$ cat src/rtl/pipelined_calculator_engine.sv
// rtl/pipelined_calculator_engine.sv - self-sequenced 3-stage calculator (fetch/decode/execute) with result handshake
// Optional CALC_FLAGS_EN adds registered Zero/Sign outputs alongside Result.
module pipelined_calculator_engine #(
  parameter int ADDRESS_WIDTH = 10,
  parameter int OPERAND_WIDTH = 8
) (
  input  logic                           CLK,
  input  logic                           RST,
  input  logic                           Start,
  input  logic [ADDRESS_WIDTH:0]         Program_Length,
  output logic                           Busy,
  output logic                           Done,
  output logic [ADDRESS_WIDTH-1:0]       Imem_Address,
  input  logic [2*OPERAND_WIDTH+1:0]     Imem_Data,
  output logic [2*OPERAND_WIDTH+1:0]     Result,
  output logic                           Result_Valid,
  input  logic                           Result_Ready
`ifdef CALC_FLAGS_EN
  ,
  output logic                           Zero,
  output logic                           Sign
`endif
);
  localparam int OW = OPERAND_WIDTH;
  localparam int DW = 2 * OPERAND_WIDTH + 2;

  typedef enum logic [1:0] {S_IDLE, S_RUN, S_DRAIN, S_DONE} state_t;

  state_t                   r_state;
  logic [ADDRESS_WIDTH-1:0] r_pc;
  logic [ADDRESS_WIDTH-1:0] r_last_addr;
  logic                     r_busy;
  logic                     r_done;
  logic [DW-1:0]            r_instr_s1;
  logic                     r_valid_s1;
  logic [1:0]               r_operation_s2;
  logic [OW-1:0]            r_operand_1_s2;
  logic [OW-1:0]            r_operand_2_s2;
  logic                     r_valid_s2;
  logic [DW-1:0]            r_result;
  logic                     r_result_valid;
`ifdef CALC_FLAGS_EN
  logic                     r_zero;
  logic                     r_sign;
`endif

  logic                     w_stall;
  logic                     w_fetch;
  logic [OW:0]              w_sum;
  logic [OW:0]              w_diff;
  logic [2*OW-1:0]          w_prod;
  logic [DW-1:0]            w_alu;

  assign w_stall = r_result_valid && !Result_Ready;
  assign w_fetch = (r_state == S_RUN) && !w_stall;

  assign w_sum  = {1'b0, r_operand_1_s2} + {1'b0, r_operand_2_s2};
  assign w_diff = {1'b0, r_operand_1_s2} - {1'b0, r_operand_2_s2};
  assign w_prod = (2*OW)'(r_operand_1_s2) * (2*OW)'(r_operand_2_s2);

  always_comb begin
    w_alu = '0;
    case (r_operation_s2)
      2'b00:   w_alu = {{(DW-OW-1){1'b0}}, w_sum};
      2'b01:   w_alu = {{(DW-OW-1){w_diff[OW]}}, w_diff};
      2'b10:   w_alu = {2'b00, w_prod};
      default: w_alu = {{(DW-OW){1'b0}}, r_operand_1_s2 & r_operand_2_s2};
    endcase
  end

  // Sequencer: the last fetch address is Len-1 in ADDRESS_WIDTH bits, so Len=2^AW ends at all-ones.
  always_ff @(posedge CLK) begin
    if (RST) begin
      r_state     <= S_IDLE;
      r_pc        <= '0;
      r_last_addr <= '0;
      r_busy      <= 1'b0;
      r_done      <= 1'b0;
    end else begin
      r_done <= 1'b0;
      case (r_state)
        S_IDLE: begin
          if (Start) begin
            r_pc        <= '0;
            r_last_addr <= Program_Length[ADDRESS_WIDTH-1:0] - {{(ADDRESS_WIDTH-1){1'b0}}, 1'b1};
            if (Program_Length == '0) begin
              r_state <= S_DONE;
              r_done  <= 1'b1;
            end else begin
              r_state <= S_RUN;
              r_busy  <= 1'b1;
            end
          end
        end
        S_RUN: begin
          if (w_fetch) begin
            r_pc <= r_pc + 1'b1;
            if (r_pc == r_last_addr) r_state <= S_DRAIN;
          end
        end
        S_DRAIN: begin
          if (!r_valid_s1 && !r_valid_s2 && (!r_result_valid || Result_Ready)) begin
            r_state <= S_DONE;
            r_busy  <= 1'b0;
            r_done  <= 1'b1;
          end
        end
        S_DONE:  r_state <= S_IDLE;
        default: r_state <= S_IDLE;
      endcase
    end
  end

  // Every stage advances together; a stalled result freezes the whole pipe.
  always_ff @(posedge CLK) begin
    if (RST) begin
      r_instr_s1     <= '0;
      r_valid_s1     <= 1'b0;
      r_operation_s2 <= '0;
      r_operand_1_s2 <= '0;
      r_operand_2_s2 <= '0;
      r_valid_s2     <= 1'b0;
      r_result       <= '0;
      r_result_valid <= 1'b0;
`ifdef CALC_FLAGS_EN
      r_zero         <= 1'b0;
      r_sign         <= 1'b0;
`endif
    end else if (!w_stall) begin
      r_valid_s1 <= w_fetch;
      if (w_fetch) r_instr_s1 <= Imem_Data;
      r_valid_s2 <= r_valid_s1;
      if (r_valid_s1) begin
        r_operation_s2 <= r_instr_s1[DW-1 -: 2];
        r_operand_1_s2 <= r_instr_s1[2*OW-1:OW];
        r_operand_2_s2 <= r_instr_s1[OW-1:0];
      end
      r_result_valid <= r_valid_s2;
      if (r_valid_s2) begin
        r_result <= w_alu;
`ifdef CALC_FLAGS_EN
        r_zero   <= (w_alu == '0);
        r_sign   <= w_alu[DW-1];
`endif
      end
    end
  end

  assign Imem_Address = r_pc;
  assign Busy         = r_busy;
  assign Done         = r_done;
  assign Result       = r_result;
  assign Result_Valid = r_result_valid;
`ifdef CALC_FLAGS_EN
  assign Zero         = r_zero;
  assign Sign         = r_sign;
`endif

endmodule

$ cat config.mk
export PLATFORM = sky130hd
export DESIGN_NAME = pipelined_calculator_engine
export DESIGN_NICKNAME = d
export VERILOG_FILES = /design/src/rtl/pipelined_calculator_engine.sv
export SDC_FILE = /design/constraint.sdc
export NUM_CORES = 1
export LEC_CHECK = 0
export BUFFER_PORTS_ARGS = -buffer_cell sky130_fd_sc_hd__buf_2
export CAP_MARGIN = 10
export CORE_ASPECT_RATIO = 0.8
export CORE_UTILIZATION = 46
export CTS_CLUSTER_SIZE = 14
export DETAILED_ROUTE_END_ITERATION = 12
export HOLD_SLACK_MARGIN = 0.1
export PLACE_DENSITY_LB_ADDON = 0.25
export SLEW_MARGIN = 5
export SYNTH_ARGS = -nofsm -noshare
export SYNTH_HDL_FRONTEND = slang
export SYNTH_SLANG_ARGS = --single-unit
$ cat constraint.sdc
create_clock -name CLK -period 4.26 [get_ports CLK]
set_clock_uncertainty 0.05 [all_clocks]
set_input_delay 0.426 -clock CLK [delete_from_list [all_inputs] [get_ports CLK]]
set_output_delay 0.426 -clock CLK [all_outputs]
set_load 0.01 [all_outputs]
==> metrics.txt <==
ratio of final minimum period to clock period a little over nine tenths; Initial DRC Count about 360; number of nets at the end of the flow roughly 1,000; CTS tree yes; H-tree depth 3; kind of start point of the critical path flop; Final Cell Area roughly 0.0076 mm²; endpoint arrival time on the critical path between 4 and 5 ns; clock insertion delay at the later pin of the skew report around 0.33 ns; DRC violations left 0; cell area after synthesis roughly 0.0062 mm²; kind of end point of the critical path flop; post-placement cell count roughly 1,000; depth of the most critical reg-to-reg path 16; count of max-cap constraint violations 0; length of the first detailed-routing pass in iterations 5; outcome completed; highest attainable clock frequency ~240 MHz; maximum number of pins on one net before global-route repair 53; initial antenna violation count 0; highest net fanout along the worst path 5; all-layer global routing usage about 22%; Die Outline Area 0.0140 mm²; actual transition at the worst max-transition pin ~1.1 ns; drt via density ~5.3; clock period minus worst slack between 4 and 5 ns; clock root buffer clkbuf_16; number of flops mapped to enable cells by yosys 0; number of hold violations in the final report 0; setup slack of the worst register-to-register path 0.1 ns; endpoints failing setup 0; area growth from synthesis to layout 22.3%; Worst R2R End Result[14]; antenna viol nets, final 0; via count of the first global-routing pass between 5,000 and 6,000; initial standard-cell utilization of the core between 40% and 50%; setup slack after placement -0.281 ns; Pwr Density ~310 mW/mm²; wire length of the first global-routing pass about 25 mm; maximum clock insertion buffer count 2; static leakage 3.39 nW; average routed wire per standard cell 14.8 µm; worst endpoint required time 4.41 ns; startpoint of the lowest-slack register-to-register path r_operand_2_s2[7]; final weighted congestion of routability-driven global placement about 0.89; Max Transition Viols Final 0; number of CTS-inserted buffers 9; via count 5,558; launch point of the worst path r_operand_2_s2[7]; share of layout cells above drive strength 1 ~22%; Max transition margin between 20% and 30%; total nets after synthesis around 900; number of rows created at floorplan 37; Std-Cell Core Area 0.0131 mm²; hpwl dp about 12 mm; last element of the critical path Result[14]; number of inserted diodes 0; #FFs+latches synth 80; Die W between 100 and 150 µm; kind of critical path reg2reg; most used flip-flop cell after synthesis dfxtp_1; area of placed instances 0.00700 mm²; worst vdd rail ir drop between 0.2 and 0.3 mV; Cell Count, Final, Fillers Out between 1,000 and 1,500; clock slew at reported path FFs about 0.06 ns; die height 106 µm; Port Buf Inserts 63; most common cell after layout, fill and taps aside nand2_1; post-synthesis cell type with the largest combined area dfxtp_1; setup repair after global routing missed its margin true; async set-reset flop share out of synthesis 0%; Detailed Route WL 15.5 mm; count of clock tree sinks 80; number of distinct library cell variants in the gate-level netlist after synthesis just over 60; number of warning messages in the yosys log 0; overflow left after global routing 0; class of the tightest hold or removal check in2reg; boundary pin count 64; Avg Cell Area, Syn about 8 µm²; post-route setup slack roughly 0.097 ns; portion of the post-synthesis area used by sequential elements between 20% and 30%; commonest cells after routing, fill and taps aside nand2_1, dfxtp_1, a21oi_1; proportion of netlist area held by the largest area contributor between 20% and 30%; dominant cells by area after synthesis dfxtp_1, fa_1, ha_1; instance count of the mapped netlist just under 800
registers in the layout (all words and copies together) (netlist names):
name and cells:
r_valid_s1 1, Result_Valid 1, r_last_addr 10, r_instr_s1 18, r_operation_s2 2, Busy 1
r_operand_2_s2 8, r_valid_s2 1, Result 17, Done 1, r_operand_1_s2 8, r_state 2
Imem_Address 10
cells in the mapped netlist, types with 2 or more instances:
library cell  number
nor3_1            15
and3_1             4
o32ai_1            2
a221oi_1           2
o21ai_1            2
dfxtp_1           80
nor2_1            64
or3_1              4
nand4_1            5
o21a_1             3
o31ai_1            4
inv_1             71
a21o_1             2
xor2_1            22
a21oi_1           67
nand2_1          127
and2_1            42
nand2b_1           7
a31oi_1            3
clkbuf_1          29
nand3_1           11
nor2b_1           11
a211oi_1          17
nor4_1             3
a311oi_1           4
nor3b_1            2
o21bai_1           3
fa_1              38
a22oi_1            3
xnor2_1           11
a211o_1            3
ha_1              57
o211ai_1           3
o21ai_0           21
mux2i_1            6
power by group:
part | internal, mW | total (mW) | switching (mW)
Combinational | 0.226 | 0.614 | 0.389
Clock | 0.489 | 0.801 | 0.312
Sequential | 0.852 | 0.927 | 0.0752
Total | 1.57 | 2.34 | 0.776
critical path, cell delays in order, from the launching register on:
cell,delay [ns]
dfxtp_4,0.37
nand2_2,0.06
fa_1,0.52
fa_1,0.55
inv_2,0.04
fa_1,0.49
inv_1,0.05
fa_1,0.49
inv_2,0.05
ha_4,0.22
buf_4,0.14
nand2_1,0.06
o211ai_1,0.14
o21a_1,0.28
a221o_1,0.33
o21ai_1,0.13
a211oi_1,0.07
layout make-up:
type                    instances  area (µm²)
fillers                      1194        5430
multi-input cells             593        4480
flip-flops and latches         80        1640
repair buffers                112         702
inverters                      71         267
clock buffers                  11         253
well taps                     175         219
clock inverters                 5        62.6
what timing repair did:
item | CTS | global route
pin swaps | 6 | 35
hold buffers | 0 | 0
setup endpoints to repair | 9 | 8
buffers inserted | 0 | 3
resized for setup | 28 | 51
routing by layer:
metal	GRT usage, %	vias to the layer above	wire length (µm)
li1	-	2769	-
met1	32.1	2641	7680
met2	35.7	135	6900
met3	3.72	13	729
met4	3.99	0	155
met5	0	-	0
worst min-delay path by stage:
stage / to / cells past startpoint / from / slack, ns
final: r_last_addr[0] / 2 / Program_Length[0] / 0.27
after global routing: r_last_addr[0] / 2 / Program_Length[0] / 0.27
after CTS: r_last_addr[0] / 2 / Program_Length[0] / 0.25
after detailed placement: r_operand_2_s2[1] / 2 / r_instr_s1[1] / 0.39
after global placement: r_operand_2_s2[1] / 2 / r_instr_s1[1] / 0.39
after floorplan: r_operand_1_s2[1] / 2 / r_instr_s1[9] / 0.37
kinds of logic (layout without fill, tap and decap cells):
logic type               count (synthesis)  after routing  share of synthesized area, %
XOR/XNOR                                33             33                          4.64
buffers and inverters                  101            199                          6.14
AND/OR/NAND/NOR                        303            303                          22.8
adder cells (fa/ha/maj)                 95             95                          23.6
flip-flops                              80             80                          25.7
AO/OA/AOI/OAI                          153            153                          15.4
multiplexers                             9              9                          1.75
through the flow:
| step | hold slack, ns | utilization, % | TNS [ns] | power (mW) |
|---|---|---|---|---|
| after detailed placement | 0.394 | 53.6 | -1.25 | 1.55 |
| final | 0.270 | 58.4 | 0 | 2.34 |
| after floorplan | 0.375 | - | 0 | 1.37 |
| after CTS | 0.251 | 56.7 | 0 | 2.35 |
| after global routing | 0.268 | 58.4 | -0.134 | 2.49 |
| after global placement | 0.388 | 53.6 | -0.314 | 1.53 |
Note: power is estimated with default switching activity, not from simulation.
